<file path="src/rtl/game_pkg.sv">
// game_pkg: game state encodings shared by the sequencer and overlay renderer.
package game_pkg;

   localparam int STATE_W = 2;

   typedef enum logic [STATE_W-1:0] {
      ST_INIT = 2'd0,
      ST_GAME = 2'd1,
      ST_WAIT = 2'd2
   } game_state_t;

endpackage

</file>
<file path="src/rtl/game_state_ctrl_if.sv">
// game_state_ctrl_if: game-logic inputs and overlay-facing state outputs.
interface game_state_ctrl_if #(
   parameter int ROUND_W = 4
);

   logic                         frame_tick;
   logic                         start_btn;
   logic                         game_over;
   logic [game_pkg::STATE_W-1:0] state;
   logic                         game_en;
   logic                         clear_req;
   logic                         msg_blink;
   logic [ROUND_W-1:0]           round;

   modport master (
      output frame_tick,
      output start_btn,
      output game_over,
      input  state,
      input  game_en,
      input  clear_req,
      input  msg_blink,
      input  round
   );

   modport slave (
      input  frame_tick,
      input  start_btn,
      input  game_over,
      output state,
      output game_en,
      output clear_req,
      output msg_blink,
      output round
   );

endinterface

</file>
<file path="src/rtl/btn_debounce.sv">
// btn_debounce: 2-flop synchroniser, frame-tick sample counter and a
// single-cycle press pulse once the button has been high DEB_FRAMES ticks.
module btn_debounce #(
   parameter int DEB_FRAMES = 3
) (
   input  logic clk,
   input  logic rst_n,
   input  logic frame_tick,
   input  logic btn,
   output logic press
);

   localparam int CW = $clog2(DEB_FRAMES + 1);
   localparam logic [CW-1:0] CNT_FULL = CW'(DEB_FRAMES);
   localparam logic [CW-1:0] CNT_LAST = CW'(DEB_FRAMES - 1);

   logic [1:0]    sync_q;
   logic [CW-1:0] cnt_q;

   always_ff @(posedge clk) begin
      if (!rst_n) begin
         sync_q <= '0;
         cnt_q  <= '0;
         press  <= 1'b0;
      end else begin
         sync_q <= {sync_q[0], btn};
         press  <= 1'b0;
         if (frame_tick) begin
            // saturating at full keeps a held button to one press
            if (!sync_q[1]) begin
               cnt_q <= '0;
            end else if (cnt_q != CNT_FULL) begin
               cnt_q <= cnt_q + 1'b1;
               press <= (cnt_q == CNT_LAST);
            end
         end
      end
   end

endmodule

</file>
<file path="src/rtl/game_state_ctrl.sv">
// game_state_ctrl: INIT/GAME/WAIT sequencer for the overlay renderer with
// debounced start, timed WAIT message, blink phase and round counter.
module game_state_ctrl
   import game_pkg::*;
#(
   parameter int WAIT_FRAMES  = 180,
   parameter int DEB_FRAMES   = 3,
   parameter int BLINK_FRAMES = 30,
   parameter int ROUND_W      = 4
) (
   input logic              clk,
   input logic              rst_n,
   game_state_ctrl_if.slave bus
);

   localparam int WW = $clog2(WAIT_FRAMES + 1);
   localparam int BW =
      (BLINK_FRAMES > 1) ? $clog2(BLINK_FRAMES) : 1;
   localparam logic [WW-1:0] WAIT_INIT = WW'(WAIT_FRAMES);
   localparam logic [WW-1:0] WAIT_LAST = WW'(1);
   localparam logic [BW-1:0] BLINK_LAST = BW'(BLINK_FRAMES - 1);
   localparam logic [ROUND_W-1:0] ROUND_MAX = '1;
   localparam logic [ROUND_W-1:0] ROUND_ONE = ROUND_W'(1);

   game_state_t        state_q;
   logic               game_en_q;
   logic               clear_q;
   logic               blink_q;
   logic [ROUND_W-1:0] round_q;
   logic [WW-1:0]      wait_q;
   logic [BW-1:0]      bcnt_q;
   logic               start_press;

   btn_debounce #(
      .DEB_FRAMES(DEB_FRAMES)
   ) u_deb (
      .clk        (clk),
      .rst_n      (rst_n),
      .frame_tick (bus.frame_tick),
      .btn        (bus.start_btn),
      .press      (start_press)
   );

   always_ff @(posedge clk) begin
      if (!rst_n) begin
         state_q   <= ST_INIT;
         game_en_q <= 1'b0;
         clear_q   <= 1'b0;
         blink_q   <= 1'b0;
         round_q   <= '0;
         wait_q    <= '0;
         bcnt_q    <= '0;
      end else begin
         clear_q <= 1'b0;
         unique case (state_q)
            ST_INIT: begin
               if (start_press) begin
                  state_q   <= ST_GAME;
                  game_en_q <= 1'b1;
                  round_q   <= ROUND_ONE;
                  clear_q   <= 1'b1;
               end
            end
            ST_GAME: begin
               if (bus.game_over) begin
                  state_q   <= ST_WAIT;
                  game_en_q <= 1'b0;
                  wait_q    <= WAIT_INIT;
                  bcnt_q    <= '0;
                  blink_q   <= 1'b1;
               end
            end
            ST_WAIT: begin
               // a resume press outranks a coincident timeout
               if (start_press) begin
                  state_q   <= ST_GAME;
                  game_en_q <= 1'b1;
                  clear_q   <= 1'b1;
                  blink_q   <= 1'b0;
                  if (round_q != ROUND_MAX) begin
                     round_q <= round_q + 1'b1;
                  end
               end else if (bus.frame_tick) begin
                  if (wait_q == WAIT_LAST) begin
                     state_q <= ST_INIT;
                     round_q <= '0;
                     blink_q <= 1'b0;
                  end else begin
                     wait_q <= wait_q - 1'b1;
                     if (bcnt_q == BLINK_LAST) begin
                        bcnt_q  <= '0;
                        blink_q <= ~blink_q;
                     end else begin
                        bcnt_q <= bcnt_q + 1'b1;
                     end
                  end
               end
            end
            default: begin
               state_q   <= ST_INIT;
               game_en_q <= 1'b0;
               blink_q   <= 1'b0;
               round_q   <= '0;
            end
         endcase
      end
   end

   assign bus.state     = state_q;
   assign bus.game_en   = game_en_q;
   assign bus.clear_req = clear_q;
   assign bus.msg_blink = blink_q;
   assign bus.round     = round_q;

endmodule

</file>
<file path="src/flat_wrapper.sv">
// flat-port wrapper written by rule: the top's interface ports become plain ports
module game_state_ctrl_flat import game_pkg::*;
#(
   parameter int WAIT_FRAMES  = 180,
   parameter int DEB_FRAMES   = 3,
   parameter int BLINK_FRAMES = 30,
   parameter int ROUND_W      = 4
)
  (clk, rst_n, bus_frame_tick, bus_start_btn, bus_game_over, bus_state, bus_game_en, bus_clear_req, bus_msg_blink, bus_round);
  game_state_ctrl_if #(.ROUND_W(ROUND_W)) bus_i ();
  input logic clk;
  input logic rst_n;
  input wire logic [$bits(bus_i.frame_tick)-1:0] bus_frame_tick;
  input wire logic [$bits(bus_i.start_btn)-1:0] bus_start_btn;
  input wire logic [$bits(bus_i.game_over)-1:0] bus_game_over;
  output wire logic [$bits(bus_i.state)-1:0] bus_state;
  output wire logic [$bits(bus_i.game_en)-1:0] bus_game_en;
  output wire logic [$bits(bus_i.clear_req)-1:0] bus_clear_req;
  output wire logic [$bits(bus_i.msg_blink)-1:0] bus_msg_blink;
  output wire logic [$bits(bus_i.round)-1:0] bus_round;
  assign bus_i.frame_tick = bus_frame_tick;
  assign bus_i.start_btn = bus_start_btn;
  assign bus_i.game_over = bus_game_over;
  assign bus_state = bus_i.state;
  assign bus_game_en = bus_i.game_en;
  assign bus_clear_req = bus_i.clear_req;
  assign bus_msg_blink = bus_i.msg_blink;
  assign bus_round = bus_i.round;
  game_state_ctrl #(.WAIT_FRAMES(WAIT_FRAMES), .DEB_FRAMES(DEB_FRAMES), .BLINK_FRAMES(BLINK_FRAMES), .ROUND_W(ROUND_W)) u_core (.clk(clk), .rst_n(rst_n), .bus(bus_i));
endmodule
</file>
<file path="config.mk">
export PLATFORM = sky130hd
export DESIGN_NAME = game_state_ctrl_flat
export DESIGN_NICKNAME = d
export VERILOG_FILES = /design/src/rtl/game_pkg.sv /design/src/rtl/game_state_ctrl_if.sv /design/src/rtl/btn_debounce.sv /design/src/rtl/game_state_ctrl.sv /design/src/flat_wrapper.sv
export SDC_FILE = /design/constraint.sdc
export NUM_CORES = 1
export LEC_CHECK = 0
export CAP_MARGIN = 0
export CELL_PAD_IN_SITES_DETAIL_PLACEMENT = 1
export CELL_PAD_IN_SITES_GLOBAL_PLACEMENT = 2
export CORE_MARGIN = 4
export CORE_UTILIZATION = 38
export DETAILED_ROUTE_END_ITERATION = 10
export HOLD_SLACK_MARGIN = 0.05
export PLACE_DENSITY = 0.87
export SYNTH_ARGS = -nofsm -noshare
export SYNTH_HDL_FRONTEND = slang
export SYNTH_HIERARCHICAL = 1
export SYNTH_SLANG_ARGS = --single-unit
</file>
<file path="constraint.sdc">
create_clock -name clk -period 2.75 [get_ports clk]
set_input_delay 0.55 -clock clk [delete_from_list [all_inputs] [get_ports clk]]
set_output_delay 0.55 -clock clk [all_outputs]
set_load 0.1 [all_outputs]
</file>
==> reports/summary.txt <==
Vias in the first global route: 1558
Setup-failing EPs final: 0
Tightest Hold Check Type: flop to flop
# fillers: 486
HPWL after DPL: 3080 um
Placed cell count: 241
DR vias: 1457
Sequential fraction of the synthesis area: 33.8%
Top_reg_cell synth: dfxtp_1
Max-Cap Viols: 0
Yosys cell types: 59
CP max-delay cell: or4_1
F_max: 438 MHz
Largest net degree at the start of global routing: 25
Reg2Reg Capture Point: u_core/bcnt_q[1]$_SDFFE_PN0P_
Io pins: 14
Clock root cell: clkbuf_8
Post-Syn Instances: 182
Post_cts resized: 0
Post-CTS Setup Inserts: 0
Leak: 0.000677 uW
Power Dens Cells: 796 nW/um2
Share of cells above drive strength 1: 14.9%
Count of final max-slew check failures: 0
Syn Area/Cell: 8.78 um2
Die Y: 72.8 um
FF-to-FF setup slack: 0.47 ns
CP Max Fanout: 14
Setup TNS: 0 ns
Gpl congestion: 0.755
Commonest non-fill, non-tap cell in the layout: dfxtp_1
DR WL/cell: 17.0 um
Hold path start: u_core/u_deb/sync_q[0]$_SDFF_PN0_
Synth Cell Area: 1600 um2
Worst hold endpoint: u_core/u_deb/sync_q[1]$_SDFF_PN0_
First drt pass iteration count: 4
Layout Cells excl Fill: 245
Design Area, Final: 1810 um2
Tot GR Track Use: 16.9%
Remaining Overflow, GRT: 0
# diodes: 0
Clk_skew: 0.00163 ns
Final period util: 83.0%
CP Cell Sequence: inv_1 > ha_1 > buf_4 > nor2b_1 > o21ai_1 > or4_1 > a21oi_1
Sink Count: 27
Residual DRC: 0
Clk_lat worst skew: 0.27 ns
Status: completed
1st-iter DRT viols: 53
Synth Net Count: 198
Initial antenna violation count: 0
Post-synth ARST share: 0%
Initial core utilization: 39.7%
First-pass GRT wire length: 7260 um
Worst Max-Slew Pin Slew: 0.529 ns
CTS clk-pin slew, worst paths: 0.10 ns
Row count: 23
Worst r2r src: u_core/bus.state[0]$_SDFFE_PN0P_
CTS tree: yes
Synthesis-to-layout area growth: 13.2%
WHS Path Cells: 1
CP Capture Type: flop
Placement Cell Area: 1760 um2
RSZ-0062 raised after global routing: false
Startpoint types: flop
EDFF count, synth: 0
Die W: 72.8 um
Reg2reg path depth: 7
Crit Path Class: flop to flop
Synth Register Bits: 27
CTS max path bufs: 2
Post-layout min period: 2.28 ns
Hold-fix buffers, CTS: 0
Final #Nets: 212
Most frequent cells in the layout: dfxtp_1 (27), nand2_1 (15), buf_4 (12)
Slew HR: 64.5%
Req. time, crit path: 2.95 ns
H-tree depth: 1
Port bufs: 13
Vias/cell: 5.95
Worst setup margin: 0.466 ns
Crit path DAT: 2.49 ns
Core Region: 4030 um2
VDD IR max: 0.360 mV
Final ANT Viol Nets: 0
Place WS: 0.367 ns
Routed wire length: 4170 um
Full die area: 5310 um2
Total Power: 1440 uW
Crit path largest cell delay: 0.55 ns
TritonCTS buffer count: 3
Final hold violations: 0
Synthesis warning total: 6
==> worst max path at each step <==
| stage | slack (ns) | startpoint | endpoint | depth (start not counted) |
|---|---|---|---|---|
| finish | 0.47 | u_core/bus.state[0]$_SDFFE_PN0P_ | u_core/bcnt_q[1]$_SDFFE_PN0P_ | 7 |
| global route | 0.28 | u_core/bus.state[0]$_SDFFE_PN0P_ | u_core/bcnt_q[1]$_SDFFE_PN0P_ | 7 |
| CTS | 0.45 | u_core/bus.state[0]$_SDFFE_PN0P_ | u_core/bcnt_q[1]$_SDFFE_PN0P_ | 7 |
| detailed placement | 0.37 | bus_game_over | u_core/bcnt_q[1]$_SDFFE_PN0P_ | 5 |
| global placement | 0.48 | bus_frame_tick | u_core/bcnt_q[1]$_SDFFE_PN0P_ | 5 |
| floorplan | 0.19 | u_core/bus.state[1]$_SDFFE_PN0P_ | u_core/wait_q[5]$_SDFFE_PN0P_ | 8 |
==> report_power, final <==
| part | switching (uW) | internal, uW | leakage (uW) |
|---|---|---|---|
| Combinational | 455 | 238 | 0.000436 |
| Sequential | 73.2 | 442 | 0.000219 |
| Clock | 127 | 104 | 0.0000228 |
==> state kept, by name, indices dropped and copies added (netlist names) <==
| register | flops |
|---|---|
| u_core/bus.state | 2 |
| u_core/bus.msg_blink | 1 |
| u_core/wait_q | 8 |
| u_core/u_deb/press | 1 |
| u_core/bus.game_en | 1 |
| u_core/u_deb/sync_q | 2 |
| u_core/bus.round | 4 |
| u_core/bus.clear_req | 1 |
| u_core/u_deb/cnt_q | 2 |
| u_core/bcnt_q | 5 |
==> synth_stat cells, types with 2 or more instances <==
library cell / number / share of area [%]
nand4_1: 3 / 1.2
nand2b_1: 5 / 2.0
nor2b_1: 4 / 1.6
and2_2: 2 / 0.94
dfxtp_1: 27 / 34
nand2_1: 15 / 3.5
o21a_1: 2 / 0.94
o31ai_1: 2 / 0.94
nor3_1: 4 / 1.3
a211oi_1: 2 / 0.94
ha_1: 11 / 8.6
o211ai_1: 3 / 1.4
a21oi_1: 10 / 3.1
inv_1: 10 / 2.3
nand4b_1: 2 / 1.1
o211a_1: 3 / 1.9
clkbuf_1: 6 / 1.4
nor2_1: 8 / 1.9
or4_1: 3 / 1.4
mux2i_1: 3 / 1.9
a31oi_1: 5 / 2.0
o21ai_0: 9 / 2.8
nand3_1: 7 / 2.2
==> cell type report <==
cell class / count / area (um2) / area share [%]
flip-flops and latches: 27 / 541 / 29.9
multi-input cells: 136 / 985 / 54.5
repair buffers: 16 / 130 / 7.20
clock buffers: 4 / 45.0 / 2.49
inverters: 12 / 45.0 / 2.49
well taps: 50 / 62.6 / 3.46
==> routing by layer <==
layer  vias up  track usage, %  share of wire (%)
li1        711               -                  -
met1       715            22.2                 47
met2        25            29.1                 49
met3         6            2.07                2.7
met4         0            4.71                1.4
met5         -               0                  0
==> cell families after synthesis <==
kind of cell / share of synthesized area (%)
and+or+nand+nor: 26.5
AOI/OAI and AO/OA: 24.7
DFF: 33.8
buffers and inverters: 4.54
adders and majority gates: 8.61
muxes: 1.88
==> through the flow <==
stage                     utilization (%)  hold slack (ns)
after global routing                 44.9            0.495
after global placement               43.8            0.437
after floorplan                         -            0.426
after CTS                            44.9            0.478
after detailed placement             43.8            0.453
final                                44.9            0.471
==> worst max-delay path, delay by kind of cell, from the launching register on <==
family	cells	cell delay (ns)
buf+inv	2	0.36
flops	1	0.42
compound gates	2	0.31
simple gates	2	0.73
fa+ha+maj	1	0.39
Note: power is estimated with default switching activity, not from simulation.
